**src/rtl/io_port_ctrl.sv**
```systemverilog
// Memory-mapped I/O controller: port decode, LED/TX/RX/timer registers and read mux,
// a 4-phase req/ack transmitter with machine stall, a one-word receive buffer and a prescaled timer.
module io_port_ctrl #(
  parameter int PRESCALE    = 16,
  parameter int SYNC_STAGES = 2
) (
  input  logic        clk,
  input  logic        rst_n,
  input  logic [4:0]  dirport,
  input  logic [15:0] outport,
  input  logic        we,
  output logic [15:0] inport,
  output logic        hold,
  input  logic [15:0] sw_in,
  output logic [15:0] led_out,
  output logic        tx_req,
  output logic [15:0] tx_data,
  input  logic        tx_ack,
  input  logic        rx_valid,
  input  logic [15:0] rx_data,
  output logic        rx_ready
);

  localparam int PS_W = (PRESCALE > 1) ? $clog2(PRESCALE) : 1;
  localparam logic [PS_W-1:0] PS_LAST = PS_W'(PRESCALE - 1);
  localparam logic [PS_W-1:0] PS_ONE  = PS_W'(1);

  localparam logic [4:0] ADDR_SW     = 5'h00;
  localparam logic [4:0] ADDR_STATUS = 5'h01;
  localparam logic [4:0] ADDR_RXDATA = 5'h02;
  localparam logic [4:0] ADDR_TXDATA = 5'h03;
  localparam logic [4:0] ADDR_LED    = 5'h04;
  localparam logic [4:0] ADDR_TIMER  = 5'h05;
  localparam logic [4:0] ADDR_RELOAD = 5'h06;

  typedef enum logic [1:0] {
    TX_IDLE    = 2'd0,
    TX_REQ     = 2'd1,
    TX_RELEASE = 2'd2
  } tx_state_t;

  tx_state_t                    tx_state_r;
  tx_state_t                    tx_state_nxt_s;
  logic                         tx_req_r;
  logic [15:0]                  tx_data_r;
  logic [15:0]                  led_r;
  logic                         rx_full_r;
  logic [15:0]                  rx_buf_r;
  logic                         tmr_flag_r;
  logic [15:0]                  reload_r;
  logic [15:0]                  count_r;
  logic [PS_W-1:0]              presc_r;
  logic [SYNC_STAGES-1:0][15:0] sync_r;

  logic        tx_busy_s;
  logic        tx_wr_s;
  logic        tx_accept_s;
  logic        led_wr_s;
  logic        rx_clr_s;
  logic        flag_clr_s;
  logic        reload_wr_s;
  logic        rx_xfer_s;
  logic        tmr_en_s;
  logic        tmr_tick_s;
  logic        tmr_wrap_s;
  logic [15:0] rd_data_s;

  assign tx_busy_s   = (tx_state_r != TX_IDLE);
  assign tx_wr_s     = we & (dirport == ADDR_TXDATA);
  assign tx_accept_s = tx_wr_s & ~tx_busy_s;
  assign led_wr_s    = we & (dirport == ADDR_LED);
  assign rx_clr_s    = we & (dirport == ADDR_RXDATA);
  assign flag_clr_s  = we & (dirport == ADDR_STATUS);
  assign reload_wr_s = we & (dirport == ADDR_RELOAD);

  assign rx_xfer_s  = rx_valid & ~rx_full_r;
  assign tmr_en_s   = (reload_r != 16'h0000);
  assign tmr_tick_s = tmr_en_s & (presc_r == PS_LAST);
  // A tick that finds the counter already at zero is the timer expiry.
  assign tmr_wrap_s = tmr_tick_s & (count_r == 16'h0000);

  // The machine keeps the TX write asserted until the FSM is free to take it.
  assign hold     = tx_wr_s & tx_busy_s;
  assign inport   = rd_data_s;
  assign led_out  = led_r;
  assign tx_req   = tx_req_r;
  assign tx_data  = tx_data_r;
  assign rx_ready = ~rx_full_r;

  // TX handshake next-state logic.
  always_comb begin
    tx_state_nxt_s = tx_state_r;
    case (tx_state_r)
      TX_IDLE: begin
        if (tx_accept_s) begin
          tx_state_nxt_s = TX_REQ;
        end else begin
          tx_state_nxt_s = TX_IDLE;
        end
      end
      TX_REQ: begin
        if (tx_ack) begin
          tx_state_nxt_s = TX_RELEASE;
        end else begin
          tx_state_nxt_s = TX_REQ;
        end
      end
      TX_RELEASE: begin
        if (!tx_ack) begin
          tx_state_nxt_s = TX_IDLE;
        end else begin
          tx_state_nxt_s = TX_RELEASE;
        end
      end
      default: tx_state_nxt_s = TX_IDLE;
    endcase
  end

  // TX state, registered request and latched transmit word.
  always_ff @(posedge clk or negedge rst_n) begin
    if (!rst_n) begin
      tx_state_r <= TX_IDLE;
      tx_req_r   <= 1'b0;
      tx_data_r  <= 16'h0000;
    end else begin
      tx_state_r <= tx_state_nxt_s;
      tx_req_r   <= (tx_state_nxt_s == TX_REQ);
      if (tx_accept_s) begin
        tx_data_r <= outport;
      end
    end
  end

  // LED output register.
  always_ff @(posedge clk or negedge rst_n) begin
    if (!rst_n) begin
      led_r <= 16'h0000;
    end else if (led_wr_s) begin
      led_r <= outport;
    end
  end

  // Receive buffer; a transfer only happens when empty, so it overrides a same-cycle clear.
  always_ff @(posedge clk or negedge rst_n) begin
    if (!rst_n) begin
      rx_full_r <= 1'b0;
      rx_buf_r  <= 16'h0000;
    end else if (rx_xfer_s) begin
      rx_full_r <= 1'b1;
      rx_buf_r  <= rx_data;
    end else if (rx_clr_s) begin
      rx_full_r <= 1'b0;
    end
  end

  // Prescaler and interval counter; a zero reload freezes both.
  always_ff @(posedge clk or negedge rst_n) begin
    if (!rst_n) begin
      reload_r <= 16'h0000;
      count_r  <= 16'h0000;
      presc_r  <= '0;
    end else if (reload_wr_s) begin
      reload_r <= outport;
      count_r  <= outport;
      presc_r  <= '0;
    end else if (tmr_en_s) begin
      if (presc_r == PS_LAST) begin
        presc_r <= '0;
        if (count_r == 16'h0000) begin
          count_r <= reload_r;
        end else begin
          count_r <= count_r - 16'd1;
        end
      end else begin
        presc_r <= presc_r + PS_ONE;
      end
    end
  end

  // Timer flag: expiry wins over a same-cycle software clear.
  always_ff @(posedge clk or negedge rst_n) begin
    if (!rst_n) begin
      tmr_flag_r <= 1'b0;
    end else if (tmr_wrap_s) begin
      tmr_flag_r <= 1'b1;
    end else if (flag_clr_s) begin
      tmr_flag_r <= 1'b0;
    end
  end

  // Switch input synchronizer chain.
  always_ff @(posedge clk or negedge rst_n) begin
    if (!rst_n) begin
      sync_r <= '0;
    end else begin
      sync_r[0] <= sw_in;
      for (int i = 1; i < SYNC_STAGES; i++) begin
        sync_r[i] <= sync_r[i-1];
      end
    end
  end

  // Read-data multiplexer.
  always_comb begin
    rd_data_s = 16'h0000;
    case (dirport)
      ADDR_SW:     rd_data_s = sync_r[SYNC_STAGES-1];
      ADDR_STATUS: rd_data_s = {13'd0, tmr_flag_r, tx_busy_s, rx_full_r};
      ADDR_RXDATA: rd_data_s = rx_buf_r;
      ADDR_TXDATA: rd_data_s = tx_data_r;
      ADDR_LED:    rd_data_s = led_r;
      ADDR_TIMER:  rd_data_s = count_r;
      ADDR_RELOAD: rd_data_s = reload_r;
      default:     rd_data_s = 16'h0000;
    endcase
  end

endmodule

```
**config.mk**
```make
export PLATFORM = sky130hd
export DESIGN_NAME = io_port_ctrl
export DESIGN_NICKNAME = d
export VERILOG_FILES = /design/src/rtl/io_port_ctrl.sv
export SDC_FILE = /design/constraint.sdc
export NUM_CORES = 1
export LEC_CHECK = 0
export ABC_AREA = 1
export BUFFER_PORTS_ARGS = -buffer_cell sky130_fd_sc_hd__clkbuf_2
export CORE_ASPECT_RATIO = 0.5
export CORE_MARGIN = 2
export CORE_UTILIZATION = 35
export CTS_CLUSTER_DIAMETER = 150
export CTS_CLUSTER_SIZE = 25
export DETAILED_ROUTE_END_ITERATION = 12
export PLACE_DENSITY = 0.61
export SLEW_MARGIN = 10
export SYNTH_ARGS = -nofsm -noshare
export SYNTH_HDL_FRONTEND = slang
export SYNTH_SLANG_ARGS = --single-unit
```
**constraint.sdc**
```tcl
create_clock -name clk -period 2.6 [get_ports clk]
set_input_delay 0.26 -clock clk [delete_from_list [all_inputs] [get_ports clk]]
set_output_delay 0.26 -clock clk [all_outputs]
set_load 0.05 [all_outputs]
```
==> reports/metrics.cfg, run 1 <==
[status]
status = complete, no violations

[global_route]
grt_util_met3_pct = 4.36
grt.met1_usage_pct = 30.0
grt_antenna_before_repair = 0
track_usage_pct = 20.5
grt_pass1_vias = 5026
use_met2_pct = 30.7
grt_pass1_wl_mm = 27.3
overflow = 0
grt_max_degree = 52
busiest_layer = met2

[sta]
rsz0062_at_grt = false
hold_viol = 0
worst_slew_pin_slew_ps = 758
period_needed_ps = 2050
hold_ws_ps = 49.4
slew_headroom_pct = 49.3
fin_setup_tns_ps = 0
fmaxAchievable_ghz = 0.487
fin_crit_sh_pct = 79.0
final-max-slew-violation-count = 0
worst_slack_ps = 546
finalClockSkew_ps = 6.45
report.final.setup_viol = 0

[clock_tree]
cts-root-buf = clkbuf_16
cts_tree = built
ctsResizeCount = 0
clkSlewWorstSetupHoldPaths_ps = 60
clock_path_buffers = 2
cts.sinks = 121
worstSkewPairLatency_ps = 410
cts_buffers = 17
clock_tree.htree_level_count = 4

[synthesis]
synth_top_area_share_pct = 52.3
synth_top_cell_by_area = dfrtp_1
synth_common_cells = 213 x nand2_1, 121 x dfrtp_1, 75 x inv_1
yosysMostFrequentCell = nand2_1
syn_inst = 711
ys_seq_area_share_pct = 52.3
synth_flop_cell = dfrtp_1
synth_edf_count = 0
yosys_warnings = 0
synth_area_sq_um = 5790
synth_area_per_cell_sq_um = 8.14
synthTopCellsByArea = dfrtp_1 52%, nand2_1 14%, nand3_1 6.2%
synth_seq_cells = 121
async_flop_share_pct = 100
ys_types = 29
synth_fp_nets = 772

[power]
power_frac_clock_pct = 29.5
switching_power_w = 0.00290
swShare_pct = 39.7
combPwrFrac_pct = 32.5
internal_power_w = 0.00439
pwr-share-seq_pct = 38.0
ir_worst_vdd_mv = 0.435
power_density_nw_per_um2 = 997
leakage_nw = 3.78

[route]
dr.pass1.iters = 5
drc = 0
vias = 5214
final_antenna_net_count = 0
drtIter0Drc = 391
totalWireLength_mm = 16.9
routed_via_density = 4.80
post_drt_wl_per_cell_microns = 15.6

[hold_path]
hp-class = primary input to flip-flop
hold_depth = 2

[setup_path]
crit_path_max_fanout = 15
arrival_ps = 1790
worst_setup_path_start_kind = primary input
end_kind = primary output
required_ps = 2340
cp.buffers_inverters = 2
cp_num_cells = 8
r2r_cells = 9
crit_path_max_incr_delay_ps = 600
cpLargestDelayFamily = simple AND/OR/NAND/NOR gates
cp_slowest_cell = and3_1
critPathKind = primary input to primary output
cp_cell_sequence = clkbuf_2 > nor2_1 > and3_1 > nand2_1 > o21ai_0 > nor2_1 > nand3_1 > clkbuf_2

[floorplan]
io_pins = 109
fp.coreArea_sq_um = 16300
die_x_microns = 186
initial_core_util_pct = 35.6
num_rows = 33
die_area_sq_um = 17600
fp.dieH_microns = 94.9

[finish]
drive_gt1_share_pct = 21.9
n_antenna_cell = 0
syn_to_final_growth_pct = 26.4
final_area_sq_um = 7310
final_nets = 907

[placed_design]
io_buffers = 108
pre_cts_ws_ps = 527
placedInstanceArea_sq_um = 6590
place_hpwl_mm = 12.5
gp_congestion = 0.883

[flow_run]
cap_viol_max_count = 0

state kept, by name, indices dropped and copies added (netlist names):
| name | count |
|---|---|
| tx_data | 16 |
| rx_full_r | 1 |
| rx_buf_r | 16 |
| count_r | 16 |
| sync_r | 32 |
| tx_req | 1 |
| tmr_flag_r | 1 |
| led_out | 16 |
| tx_state_r | 2 |
| presc_r | 4 |
| reload_r | 16 |
final timing paths:
| check | startpoint | to | slack, ps |
|---|---|---|---|
| worst min register to register | sync_r[3] | sync_r[19] | 350 |
| worst min-delay path | tx_ack | tx_req | 50 |
| max in group asynchronous | rst_n | rx_buf_r[13] | 1460 |
| worst max-delay path | dirport[0] | inport[6] | 550 |
| min in group asynchronous | rst_n | sync_r[16] | 430 |
| worst max register to register | count_r[0] | count_r[7] | 760 |
cell usage in the layout (no fill, tap or decap), types with 2 or more instances in the layout:
master / netlist / final
nor2_4: 4 / 4
buf_4: 5 / 14
nand2_2: 3 / 3
nand2_4: 2 / 2
clkinv_2: 0 / 3
nand3b_1: 2 / 2
nand3_1: 72 / 72
a21oi_1: 5 / 5
dfrtp_1: 121 / 121
nand2_1: 213 / 213
clkbuf_8: 0 / 2
clkbuf_16: 0 / 17
inv_2: 2 / 2
nand4_1: 4 / 4
dlygate4sd3_1: 0 / 17
o22ai_1: 5 / 5
clkinvlp_4: 0 / 4
xor2_1: 4 / 4
o21ai_0: 45 / 45
clkinv_4: 0 / 5
ha_1: 3 / 3
mux2_2: 15 / 15
nor2_2: 6 / 6
o31ai_1: 2 / 2
nor2_1: 65 / 65
clkbuf_2: 0 / 107
inv_1: 75 / 75
o21ai_1: 35 / 35
kinds of logic after synthesis:
| family | count (synthesis) | synth area share, % |
|---|---|---|
| buf+inv | 100 | 7.37 |
| xor+xnor | 4 | 0.605 |
| fa+ha+maj | 3 | 0.649 |
| compound gates | 93 | 8.30 |
| mux | 15 | 2.92 |
| flops | 121 | 52.3 |
| simple gates | 375 | 27.8 |
what timing repair did:
action,4_1_cts,5_1_grt
hold buffers,17,0
buffers inserted,0,0
setup endpoints to repair,0,0
endpoints found under the hold margin,64,0
final cells by class:
type,instances,area (sq um)
inverter,77,289
tap,227,284
multi-input combinational,490,2330
clock buffer,19,453
timing repair buffer,139,831
clock inverter,13,97.6
sequential,121,3030
fill,1653,8950
worst reg2reg max path, stage by stage (launching register included):
cell	delay, ps
dfrtp_1	380
inv_1	220
ha_1	200
nand3_1	170
nor2_8	210
nand2_4	220
inv_2	110
nand2_1	70
nand3_1	100
nand2_1	60
power by group through the flow:
stage	Sequential [W]	Combinational, W	Clock [W]
after floorplan	0.00299	0.00145	0
after global placement	0.00278	0.00231	0
after detailed placement	0.00279	0.00234	0
after CTS	0.00277	0.00237	0.00218
after global routing	0.00284	0.00267	0.00226
final	0.00277	0.00237	0.00215
layer usage:
metal	up-vias	share of wire (%)
li1	2552	-
met1	2458	47
met2	174	44
met3	30	7.3
met4	0	1.7
met5	-	0
through the flow:
stage	utilization, %	cells	total power [W]
2_1_floorplan	-	711	0.00445
3_3_place_gp	40.5	1037	0.00509
3_5_place_dp	40.5	1037	0.00513
4_1_cts	45.0	1086	0.00732
5_1_grt	45.0	1086	0.00777
6_report	45.0	1086	0.00729
(Power assumes the default switching activity.)
==> run 2: changes to the inputs <==
--- a/config.mk
+++ b/config.mk
@@ -5,7 +5,7 @@
 export SDC_FILE = /design/constraint.sdc
 export NUM_CORES = 1
 export LEC_CHECK = 0
-export ABC_AREA = 1
+export ABC_AREA = 0
 export BUFFER_PORTS_ARGS = -buffer_cell sky130_fd_sc_hd__clkbuf_2
 export CORE_ASPECT_RATIO = 0.5
 export CORE_MARGIN = 2
==> constraint.sdc (replaced) <==
create_clock -name clk -period 1.9 [get_ports clk]
set_input_delay 0.19 -clock clk [delete_from_list [all_inputs] [get_ports clk]]
set_output_delay 0.19 -clock clk [all_outputs]
set_load 0.05 [all_outputs]
==> run 2 against run 1 <==
  * Final area grew 9.7%
  * Highest routed layer unchanged
  * Critical path depth shrank 3
  * Wire length is 0.43% lower
  * Combinational power rose by 30%
  * Largest power group unchanged
==> reports/metrics.cfg, run 2 <==
[route]
drc = 0
final_antenna_net_count = 0
vias = 4781
routed_via_density = 5.34
totalWireLength_mm = 16.9
dr.pass1.iters = 5
post_drt_wl_per_cell_microns = 18.8
drtIter0Drc = 417

[finish]
most-common-layout-cells = 119 x dfrtp_1, 90 x clkbuf_2, 61 x buf_4
utilization_pct = 52.2
largest_reg_flops = 32
largest-register = sync_r
syn_to_final_growth_pct = 46.1
n_antenna_cell = 0
drive_gt1_share_pct = 43.4
final_nets = 740
final_cells = 896
mostFrequentLayoutCell = dfrtp_1

[floorplan]
die_x_microns = 181
io_pins = 109
initial_core_util_pct = 35.7
fp.coreArea_sq_um = 15400
num_rows = 32
die_area_sq_um = 16800
fp.dieH_microns = 92.6

[global_route]
track_usage_pct = 20.7
overflow = 0
grt_antenna_before_repair = 0
grt_pass1_vias = 4632
grt_pass1_wl_mm = 26.6
grt_max_degree = 53

[synthesis]
syn_inst = 488
synth_area_sq_um = 5490
synth_fp_nets = 549
synthTopCellsByArea = dfrtp_1 55%, mux2_2 8.0%, a22oi_1 6.0%
ys_seq_area_share_pct = 55.1
yosysMostFrequentCell = dfrtp_1
ys_types = 58
synth_edf_count = 0
synth_area_per_cell_sq_um = 11.3
synth_top_area_share_pct = 55.1
synth_common_cells = 121 x dfrtp_1, 58 x nand2_1, 44 x a22oi_1
yosys_warnings = 0
synth_flop_cell = dfrtp_1
async_flop_share_pct = 100
synth_top_cell_by_area = dfrtp_1
synth_seq_cells = 121

[status]
status = complete, no violations

[setup_path]
worst-r2r-setup-slack_ps = 20
reg2reg_to = count_r[6]
critPathKind = flip-flop to primary output
crit_path_max_fanout = 3
required_ps = 1710
regToRegStartpoint = count_r[2]
end_kind = primary output
arrival_ps = 1700
r2r_cells = 6
worst_setup_path_start_kind = flip-flop

[placed_design]
io_buffers = 108
gp_congestion = 0.904
dp_cells = 839
place_hpwl_mm = 11.8

[hold_path]
hp-start = rx_data[5]
hold_depth = 2
hp-class = primary input to flip-flop
worstHoldEndpoint = rx_buf_r[5]

[sta]
finalClockSkew_ps = 6.34
fmaxAchievable_ghz = 0.528
hold_viol = 0
rsz0062_at_grt = true
period_needed_ps = 1890
slew_headroom_pct = 70.9
final-max-slew-violation-count = 0
worst_slew_pin_slew_ps = 436
fin_crit_sh_pct = 99.7
report.final.setup_viol = 0

[clock_tree]
cts.sinks = 121
worstSkewPairLatency_ps = 410
clkSlewWorstSetupHoldPaths_ps = 60
cts-root-buf = clkbuf_16
cts_buffers = 17
clock_path_buffers = 2
cts_tree = built
clock_tree.htree_level_count = 4

[power]
power_frac_clock_pct = 32.2
leakage_nw = 3.75
combPwrFrac_pct = 30.7
power_density_nw_per_um2 = 1250
switching_power_w = 0.00352
pwr-share-seq_pct = 37.1
internal_power_w = 0.00650
swShare_pct = 35.1
ir_worst_vdd_mv = 0.562

[flow_run]
cap_viol_max_count = 0

==> run 2: changes by cell type in the layout (fill, tap and decap cells not counted), sizes merged, moves of 44 or more <==
cell | before | now
inv | 78 | 13
buf | 15 | 92
a22oi | 0 | 44
o21ai | 80 | 11
nand3 | 73 | 22
nand2 | 218 | 60
nor2 | 76 | 24
==> run 2: cell families after synthesis <==
| group | count (synthesis) | share of synthesized area, % |
|---|---|---|
| flip-flops | 121 | 55.1 |
| buffers and inverters | 38 | 3.28 |
| AO/OA/AOI/OAI | 117 | 14.7 |
| adder cells (fa/ha/maj) | 3 | 0.684 |
| multiplexers | 50 | 10.9 |
| XOR/XNOR | 8 | 1.28 |
| AND/OR/NAND/NOR | 151 | 14.0 |
==> run 2: timing repair <==
action / in CTS / in global routing
resized for setup: 4 / 18
setup endpoints to repair: 9 / 20
pin swaps: 2 / 6
setup buffers: 1 / 3
hold buffers: 21 / 0
endpoints found under the hold margin: 142 / 0
==> run 2: how the worst max path moves through the flow <==
stage / from / end / slack, ps / cells past startpoint
3_5_place_dp: reload_r[11] / count_r[10] / -50 / 6
5_1_grt: count_r[1] / inport[1] / -60 / 5
3_3_place_gp: reload_r[11] / count_r[10] / 4 / 6
6_report: count_r[1] / inport[1] / 6 / 5
2_1_floorplan: dirport[3] / inport[1] / 10 / 5
4_1_cts: count_r[1] / inport[1] / 6 / 5
==> run 2: final cells by class <==
cell class | count | area, sq um
multi-input cells | 329 | 2410
clock inverters | 15 | 165
repair buffers | 203 | 1710
well taps | 204 | 255
fillers | 1348 | 7350
inverters | 7 | 26.3
clock buffers | 17 | 425
flip-flops and latches | 121 | 3030
==> run 2: through the flow <==
step	TNS [ps]	cell area, sq um	power (W)	setup WS (ps)	hold slack, ps
3_3_place_gp	0	7110	0.00657	4.46	8.08
5_1_grt	-287	8020	0.0105	-64.2	2.27
3_5_place_dp	-59.0	7110	0.00664	-48.4	8.43
2_1_floorplan	0	5550	0.00540	9.80	-106
6_report	0	8020	0.0100	5.92	10.4
4_1_cts	0	7930	0.00994	6.41	2.21
==> run 2: worst max-delay path: stages, from the launching register on <==
cell,delay (ps)
dfrtp_1,390
buf_6,120
a22o_1,180
a221oi_2,200
nand4_1,190
buf_12,200
==> run 2: per-layer routing <==
layer | global-route usage [%] | vias up | part of all wire (%)
met5 | 0 | - | 0
met4 | 6.03 | 0 | 1.3
met3 | 4.84 | 15 | 6.7
met2 | 29.4 | 174 | 43
met1 | 31.2 | 2405 | 49
li1 | - | 2187 | -
==> run 2: power groups by stage <==
stage               clock, W  sequential [W]  combinational, W
detailed placement         0         0.00371           0.00293
CTS                  0.00327         0.00367           0.00300
finish               0.00323         0.00372           0.00307
global route         0.00339         0.00379           0.00329
floorplan                  0         0.00404           0.00136
global placement           0         0.00369           0.00288
